### src/rtl/sr_latch_ctrl_pkg.sv
// Shared types and constants for the SR latch bank sequencer.
package sr_latch_ctrl_pkg;

  // FSM state encodings
  typedef enum logic [1:0] {
    ST_IDLE  = 2'd0,
    ST_PULSE = 2'd1,
    ST_GAP   = 2'd2,
    ST_CHECK = 2'd3
  } state_e;

  // Command op codes
  localparam logic OP_SET = 1'b1;
  localparam logic OP_RST = 1'b0;

  // Requester identifiers as reported on last_grant
  localparam logic GRANT_A = 1'b0;
  localparam logic GRANT_B = 1'b1;

  // One-hot grant from the two-requester arbiter
  typedef struct packed {
    logic a;
    logic b;
  } grant_t;

  // Index width for an N-entry bank, never narrower than one bit
  function automatic int idx_width(input int n);
    return (n <= 1) ? 1 : $clog2(n);
  endfunction

  // Width of a down-counter that holds 0 .. m-1
  function automatic int cnt_width(input int m);
    return (m <= 2) ? 1 : $clog2(m);
  endfunction

  function automatic int max2(input int x, input int y);
    return (x > y) ? x : y;
  endfunction

endpackage

### src/rtl/sr_latch_ctrl_rr_arb2.sv
// Two-requester round-robin arbiter; grants only while enabled.
module rr_arb2
  import sr_latch_ctrl_pkg::*;
(
  input  logic   en,
  input  logic   a_valid,
  input  logic   b_valid,
  input  logic   last_grant,
  output grant_t grant
);

  // On a tie, hand the grant to whichever requester was not served last
  always_comb begin
    grant = '0;
    if (en) begin
      if (a_valid && b_valid) begin
        if (last_grant == GRANT_A) grant.b = 1'b1;
        else                       grant.a = 1'b1;
      end else if (a_valid) begin
        grant.a = 1'b1;
      end else if (b_valid) begin
        grant.b = 1'b1;
      end
    end
  end

endmodule

### src/rtl/sr_latch_ctrl.sv
// Sequencer for a bank of NOR SR latches: arbitrates two command sources,
// drives a timed S or R pulse, waits a dead-time, then checks the readback.
//
//  state    | meaning
//  ---------+------------------------------------------------------------
//  ST_IDLE  | waiting for a command; ready asserted to the granted source
//  ST_PULSE | S or R of the selected latch held high for PULSE_W cycles
//  ST_GAP   | all S/R low for GAP_W cycles so the latch settles
//  ST_CHECK | one cycle: done pulses, readback compared against op
module sr_latch_ctrl
  import sr_latch_ctrl_pkg::*;
#(
  parameter  int N       = 4,
  parameter  int PULSE_W = 2,
  parameter  int GAP_W   = 1,
  localparam int IDX_W   = idx_width(N)
) (
  input  logic             clk,
  input  logic             rst,
  input  logic             a_valid,
  output logic             a_ready,
  input  logic             a_op,
  input  logic [IDX_W-1:0] a_idx,
  input  logic             b_valid,
  output logic             b_ready,
  input  logic             b_op,
  input  logic [IDX_W-1:0] b_idx,
  output logic [N-1:0]     s,
  output logic [N-1:0]     r,
  input  logic [N-1:0]     q_in,
  output logic             busy,
  output logic             done,
  output logic             err,
  output logic             last_grant
);

  // One counter serves both the pulse and the gap phase
  localparam int CNT_MAX = max2(PULSE_W, GAP_W);
  localparam int CNT_W   = cnt_width(CNT_MAX);

  state_e           state_q, state_d;
  logic [CNT_W-1:0] cnt_q, cnt_d;
  logic             op_q, op_d;
  logic [IDX_W-1:0] idx_q, idx_d;
  logic             oor_q, oor_d;
  logic             last_grant_q, last_grant_d;
  logic             err_q, err_d;
  logic [N-1:0]     s_q, s_d;
  logic [N-1:0]     r_q, r_d;

  grant_t           grant;
  logic             arb_en;
  logic             q_sel;
  logic             check_fail;
  logic [IDX_W-1:0] cmd_idx;
  logic             cmd_op;

  assign arb_en = (state_q == ST_IDLE);

  rr_arb2 u_arb (
    .en         (arb_en),
    .a_valid    (a_valid),
    .b_valid    (b_valid),
    .last_grant (last_grant_q),
    .grant      (grant)
  );

  // Command fields of whichever requester wins this cycle
  assign cmd_idx = grant.b ? b_idx : a_idx;
  assign cmd_op  = grant.b ? b_op  : a_op;

  // State and datapath registers; reset pulls every latch drive low at once
  always_ff @(posedge clk or posedge rst) begin
    if (rst) begin
      state_q      <= ST_IDLE;
      cnt_q        <= '0;
      op_q         <= OP_RST;
      idx_q        <= '0;
      oor_q        <= 1'b0;
      last_grant_q <= GRANT_B;
      err_q        <= 1'b0;
      s_q          <= '0;
      r_q          <= '0;
    end else begin
      state_q      <= state_d;
      cnt_q        <= cnt_d;
      op_q         <= op_d;
      idx_q        <= idx_d;
      oor_q        <= oor_d;
      last_grant_q <= last_grant_d;
      err_q        <= err_d;
      s_q          <= s_d;
      r_q          <= r_d;
    end
  end

  // Next-state logic: accept, count down the pulse, count down the gap, check
  always_comb begin
    state_d      = state_q;
    cnt_d        = cnt_q;
    op_d         = op_q;
    idx_d        = idx_q;
    oor_d        = oor_q;
    last_grant_d = last_grant_q;
    err_d        = err_q;
    case (state_q)
      ST_IDLE: begin
        if (grant.a || grant.b) begin
          state_d      = ST_PULSE;
          cnt_d        = CNT_W'(PULSE_W - 1);
          op_d         = cmd_op;
          idx_d        = cmd_idx;
          oor_d        = (int'(cmd_idx) >= N);
          last_grant_d = grant.b ? GRANT_B : GRANT_A;
        end
      end
      ST_PULSE: begin
        if (cnt_q == '0) begin
          state_d = ST_GAP;
          cnt_d   = CNT_W'(GAP_W - 1);
        end else begin
          cnt_d = cnt_q - CNT_W'(1);
        end
      end
      ST_GAP: begin
        if (cnt_q == '0) state_d = ST_CHECK;
        else             cnt_d   = cnt_q - CNT_W'(1);
      end
      ST_CHECK: begin
        state_d = ST_IDLE;
        if (check_fail) err_d = 1'b1;
      end
      default: state_d = ST_IDLE;
    endcase
  end

  // Latch drive for the next cycle: at most one bit, only while pulsing,
  // and never for an index outside the bank
  always_comb begin
    s_d = '0;
    r_d = '0;
    if (state_d == ST_PULSE && !oor_d) begin
      for (int i = 0; i < N; i++) begin
        if (int'(idx_d) == i) begin
          if (op_d == OP_SET)      s_d[i] = 1'b1;
          else if (op_d == OP_RST) r_d[i] = 1'b1;
        end
      end
    end
  end

  // Outputs: handshake, status, and the readback comparison made in CHECK
  always_comb begin
    q_sel = 1'b0;
    for (int i = 0; i < N; i++) begin
      if (int'(idx_q) == i) q_sel = q_in[i];
    end
    check_fail = (state_q == ST_CHECK) && (oor_q || (q_sel != op_q));
    a_ready    = grant.a;
    b_ready    = grant.b;
    busy       = (state_q != ST_IDLE);
    done       = (state_q == ST_CHECK);
    err        = err_q | check_fail;
    last_grant = last_grant_q;
  end

  assign s = s_q;
  assign r = r_q;

endmodule

### config.mk
export PLATFORM = sky130hd
export DESIGN_NAME = sr_latch_ctrl
export DESIGN_NICKNAME = d
export VERILOG_FILES = /design/src/rtl/sr_latch_ctrl_pkg.sv /design/src/rtl/sr_latch_ctrl_rr_arb2.sv /design/src/rtl/sr_latch_ctrl.sv
export SDC_FILE = /design/constraint.sdc
export NUM_CORES = 1
export LEC_CHECK = 0
export CORE_UTILIZATION = 40
export DETAILED_ROUTE_END_ITERATION = 12
export PLACE_DENSITY_LB_ADDON = 0.15
export SETUP_SLACK_MARGIN = 0.5
export SYNTH_ARGS = -nofsm -noshare
export SYNTH_HDL_FRONTEND = slang
export SYNTH_SLANG_ARGS = --single-unit
### constraint.sdc
create_clock -name clk -period 1.7 [get_ports clk]
set_input_delay 0.17 -clock clk [delete_from_list [all_inputs] [get_ports clk]]
set_output_delay 0.17 -clock clk [all_outputs]
set_load 0.03 [all_outputs]
After elaboration in Yosys (flattened, before gate mapping)
Index checks and enable logic that the tools add are counted.

storage, ports and cells
  flip-flop bits (word level) = 17
  RAM bits = 0
  bits in latches = 0
  bits in read-only memories = 0
  input port bits = 14
  memories kept = 0

operators by class
  add/subtract/negate cells = 1
  $lt $le $gt $ge = 0
  multipliers = 0
  multiplexer cells = 39
  shift operators = 0
  equality and inequality tests = 12
  reduce and logical (&&, ||, !) cells = 15
  bitwise gates (word level) = 1
  div/mod/pow operators = 0

operator list
  operator                                                               count
  1-bit 2-to-1 mux                                                       27
  2-bit 2-to-1 mux                                                       8
  2-bit equality test, second input constant                             6
  2-bit by 1-bit equality test with 1-bit output, second input constant  4
  4-bit 2-to-1 mux                                                       2
  2-bit case mux with 4 select lines                                     1
  2-bit zero test                                                        3
  2-bit AND reduction                                                    3
  2-bit nonzero test                                                     2
  1-bit logical AND                                                      3
  1-bit logical OR                                                       2
  2-bit by 1-bit != test with 1-bit output, second input constant        1
  1-bit case mux with 2 select lines                                     1
  2-bit OR reduction                                                     1
  1-bit zero test                                                        1
  1-bit != test                                                          1
  1-bit bitwise OR                                                       1
  1-bit subtractor, second input constant                                1

Longest topological paths before layout
  depth in word-level cells = 10
  gate-level depth with buffers = 7
  depth with buffers taken out = 7

Modules after synthesis
A second synthesis with hierarchy kept.

second synthesis, totals
  cell total of the unflattened synthesis = 80
  area, all modules = 850.8 um2

modules (own cells, without submodules)
  module         area each (um2)  cells each  times used  sequential area each (um2)
  sr_latch_ctrl  829.5            75          1           426.7
  rr_arb2        21.3             5           1           0.0

Worst setup path after synthesis
No wires, ideal clock.

  kind = register to register
  start = register state_q[0]
  end = register idx_q[1]
  setup slack = 0.046 ns
  arrival = 1.527 ns
  buffers on the path = 1
  required time = 1.573 ns
  stages on the path, launching flop included = 8
  library setup time = 0.127 ns
  clock period less this slack = 1.654 ns
  cells stage by stage = dfrtp_1 -> inv_1 -> ha_1 -> buf_6 -> nand3_1 -> inv_1 -> mux2i_1 -> o21ai_0

on the way
  word-level cells in the longest chain between the ends = 5
  elaborated cells between the ends (all ways) = 6
  classes of those cells = mux (4); reduce/logical (2)

ends and longest elaborated chain
  what                                                  line                                       text
  start: declaration                                    sr_latch_ctrl.sv:41                        state_e state_q, state_d;
  start signal: assignment                              sr_latch_ctrl.sv:85                        state_q <= state_d;
  2-bit zero test *                                     sr_latch_ctrl.sv:58                        assign arb_en = (state_q == ST_IDLE);
  2-bit 2-to-1 mux *                                    sr_latch_ctrl_rr_arb2.sv:15                if (en) begin
  via b_ready                                           sr_latch_ctrl.sv:25                        output logic b_ready,
  2-bit 2-to-1 mux or 1-bit logical OR (tied branches)  sr_latch_ctrl.sv:69, sr_latch_ctrl.sv:108
  2-bit 2-to-1 mux *                                    sr_latch_ctrl.sv:108                       if (grant.a || grant.b) begin
  2-bit 2-to-1 mux *                                    sr_latch_ctrl.sv:106                       case (state_q)
  via idx_d[1]                                          sr_latch_ctrl.sv:44                        logic [IDX_W-1:0] idx_q, idx_d;
  end signal: assignment                                sr_latch_ctrl.sv:88                        idx_q <= idx_d;
  end: declaration                                      sr_latch_ctrl.sv:44

The timed path passes the listed nets; every way through them passes the cells marked *.
A chain may end at the register's enable or synchronous reset.

Final worst setup path
  start = register idx_q[0]
  end = output err

on the way
  word-level cells in the longest chain between the ends = 9
  elaborated cells between the ends (all ways) = 12
  classes of those cells = eq/ne (4); mux (4); bitwise (1); reduce/logical (3)

ends and longest elaborated chain
  what                            line                  text
  2-bit zero test                 sr_latch_ctrl.sv:156  if (int'(idx_q) == i) q_sel = q_in[i];
  1-bit 2-to-1 mux (3 in series)  sr_latch_ctrl.sv:156
  1-bit 2-to-1 mux *              sr_latch_ctrl.sv:156
  1-bit != test *                 sr_latch_ctrl.sv:158  check_fail = (state_q == ST_CHECK) && (oor_q || (q_sel != op_q));
  1-bit logical OR *              sr_latch_ctrl.sv:158
  1-bit logical AND *             sr_latch_ctrl.sv:158
  1-bit bitwise OR *              sr_latch_ctrl.sv:163  err = err_q | check_fail;
  end: declaration                sr_latch_ctrl.sv:33   output logic err,

Mark *: on every way between the ends. The rest lies on a longest branch, timed or not.

==> impl_metrics.json <==
{
  "routed_via_density": 5.42,
  "fmaxAchievable_ghz": 0.517,
  "detailedPlacementHpwl_um": 1690,
  "grt_first_pass_wirelength_um": 4670,
  "power_density_over_cell_area_nw_per_um2": 2010,
  "grt_antenna_before_repair": 0,
  "violations": "setup timing",
  "crit_path_cell_trace": "mux4_2 -> xnor2_2 -> o21ai_2 -> nand2b_1 -> buf_6",
  "yosys.cell_types.count": 36,
  "cts_num_sinks": 17,
  "p_clk_frac": 0.061,
  "io_pins": 28,
  "placed_cell_area_um2": 1370,
  "via_count": 1019,
  "power.share.combinational": 0.749,
  "cts_root_buffer": "clkbuf_4",
  "r2r_end": "err_q",
  "postSynthAreaPerCell_um2": 9.65,
  "p_seq_frac": 0.190,
  "synth_cells": 103,
  "timing.critical_path.fanout_max": 2,
  "critPathArrivalTime_ns": 1.77,
  "run_status": "finished with violations",
  "mappedNetlistArea_um2": 993,
  "hold_slack_ns": 0.271,
  "power.ir.vdd_worst_mv": 1.91,
  "slew_headroom": 0.571,
  "p_sw_uw": 1700,
  "hold_violations": 0,
  "fp.coreArea_um2": 2280,
  "initial_core_util": 0.437,
  "yosysWarningCount": 0,
  "areaGrowthSynthToFinish_pct": 86.1,
  "design_area_um2": 1850,
  "port_buffer_cells": 27,
  "globalRoute.totalOverflow": 0,
  "leak_pwr_uw": 0.000803,
  "worst_setup_path_start_kind": "flop",
  "clkSlewWorstSetupHoldPaths_ns": 0.11,
  "syn-num-nets": 122,
  "unrepaired_setup_endpoints_after_global_routing": "true",
  "hold_class": "input port to asynchronous set/reset pin",
  "setup_viol_count_final": 8,
  "register_bit_total_from_synthesis": 17,
  "ant_nets": 0,
  "crit_start": "idx_q[0]",
  "cts-buffers-inserted": 3,
  "antenna_cells": 0,
  "layout_min_cycle_time_ns": 1.94,
  "max_cap_violations": 0,
  "cpMaxStageDelayCell": "mux4_2",
  "drc_errors": 0,
  "timing.critical_path.to": "err",
  "timing.rr.start": "idx_q[0]",
  "maximum_number_of_pins_on_one_net_before_global_route_repair": 18,
  "reg2reg_setup_slack_ns": -0.12,
  "power_report.internal_total_uw": 2020,
  "finalWirelength_um": 2930,
  "clk_path_buf_depth": 2,
  "cts_hold_buffers": 0,
  "cp.required_ns": 1.53,
  "final_worst_path_period_share": 1.14,
  "cp-end-kind": "output pin",
  "timing.reg2reg.worst_path_depth": 9,
  "skew_ns": 0.00583,
  "crit_path_max_incr_delay_ns": 0.53,
  "drive_gt1_frac": 0.575,
  "yosysSeqAreaShare": 0.429,
  "dieArea_um2": 2690,
  "grt_usage": 0.237,
  "nNetsFinal": 180,
  "rows": 17,
  "setup.worst_path.class": "flop to output pin",
  "die_w_um": 51.8,
  "grt_pass1_vias": 1033,
  "chipHeight_um": 51.8,
  "routabilityCongestion": 0.809,
  "htreeDepth": 1,
  "switching_share": 0.457,
  "post-route-worst-setup-slack_ns": -0.236,
  "worst_skew_pair.late_latency_ns": 0.30,
  "cts_tree": "yes",
  "wl_per_cell_um": 15.6,
  "timing_worst_slew_pin_value_ns": 0.643,
  "drv_slew": 0,
  "initial_drt_pass_iterations": 6,
  "initialDrtViolationCount": 10
}
-- through the flow --
| step | total power [uW] | cells | setup TNS, ns | setup WS, ns | utilization |
|---|---|---|---|---|---|
| final | 3720 | 188 | -0.614 | -0.236 | 0.813 |
| after global routing | 3930 | 188 | -1.39 | -0.334 | 0.813 |
| after CTS | 3270 | 184 | -0.473 | -0.212 | 0.753 |
| after detailed placement | 2360 | 161 | -0.227 | -0.0536 | 0.601 |
| after global placement | 2320 | 161 | -0.0345 | -0.0243 | 0.601 |
| after floorplan | 1890 | 103 | 0 | 0.164 | - |
-- state kept, by name, summed over array words and instances (netlist names) --
name	flops
cnt_q	1
err_q	1
oor_q	1
state_q	2
idx_q	2
s	4
op_q	1
r	4
last_grant	1
-- power by group through the flow --
stage / logic (uW) / registers [uW] / clock network (uW)
final: 2780 / 707 / 228
after global routing: 2950 / 728 / 252
after CTS: 2350 / 692 / 232
after detailed placement: 1660 / 702 / 0
after global placement: 1630 / 692 / 0
after floorplan: 1050 / 834 / 0
-- cell usage in the layout, fill, tap and decap left out, types with 2 or more instances in the layout --
cell and n:
inv_1 6, o31ai_2 4, nor4b_2 2, clkbuf_2 6, ha_4 5, o21ai_0 4, buf_4 7, nand2b_1 2
nor3_2 8, a21oi_4 3, clkdlybuf4s50_1 13, a311oi_1 4, inv_2 4, nor2_1 2, nand2_1 6, a21oi_1 2
mux2i_1 2, clkbuf_4 3, dfrtp_1 16, buf_6 28, o21ai_1 3
-- repair_timing --
action	4_1_cts	5_1_grt
gates resized for setup	76	36
endpoints found under the setup margin	30	30
endpoints found under the hold margin	0	0
buffers inserted	19	4
pin swaps	6	16
-- Yosys cell counts (all sizes together) --
library cell / n / share of area
a2111o: 1 / 0.011
nor3: 8 / 0.040
or2: 2 / 0.013
nand3b: 1 / 0.0076
and2: 1 / 0.0063
nor4b: 2 / 0.018
nand2: 8 / 0.030
mux2i: 2 / 0.020
a21boi: 1 / 0.0076
nand3: 1 / 0.0050
ha: 5 / 0.063
o221ai: 1 / 0.015
a311oi: 4 / 0.035
o31ai: 4 / 0.030
buf: 3 / 0.024
inv: 11 / 0.042
mux4: 1 / 0.023
and3: 1 / 0.0063
a21oi: 6 / 0.030
xnor2: 1 / 0.0088
and4b: 1 / 0.010
nor4bb: 1 / 0.010
nand2b: 4 / 0.028
dfrtp: 16 / 0.40
dfstp: 1 / 0.026
o21ai: 9 / 0.049
nor2: 4 / 0.018
nor3b: 1 / 0.0076
nor2b: 2 / 0.013
-- how the worst min path moves through the flow --
stage          slack, ns   from  cells past startpoint  endpoint
2_1_floorplan        0.1    rst                      1     cnt_q
3_3_place_gp        0.45  err_q                      1     err_q
3_5_place_dp        0.46  err_q                      1     err_q
4_1_cts             0.27    rst                      2     err_q
5_1_grt             0.33    rst                      2     err_q
6_report            0.27    rst                      2      r[0]
-- critical path, delay by kind of cell (launching register included) --
kind            cells  cell delay [ns]
flops               1             0.39
compound gates      1             0.15
simple gates        1             0.10
mux                 1             0.53
buf+inv             1             0.15
xor+xnor            1             0.15
-- cell type report --
| class | count | area (um^2) |
|---|---|---|
| inverter | 11 | 43.8 |
| sequential | 17 | 427 |
| clock inverter | 1 | 5.00 |
| timing repair buffer | 56 | 549 |
| fill | 120 | 427 |
| multi-input combinational | 72 | 767 |
| tap | 28 | 35.0 |
| clock buffer | 3 | 22.5 |
-- cells by family (layout without fill, tap and decap cells) --
logic type               count (synthesis)  after routing  share of synthesized area
AO/OA/AOI/OAI                           26             26                      0.179
XOR/XNOR                                 1              1                    0.00882
adder cells (fa/ha/maj)                  5              5                     0.0630
buffers and inverters                   14             71                     0.0655
flip-flops                              17             17                      0.429
multiplexers                             3              3                     0.0428
AND/OR/NAND/NOR                         37             37                      0.212
-- layer usage --
metal,up-vias,track usage,part of all wire
li1,490,-,-
met1,495,0.288,0.43
met2,32,0.417,0.52
met3,2,0.0526,0.041
met4,0,0.0631,0.0044
met5,-,0,0
No activity file was read; power rests on OpenSTA's default activity.
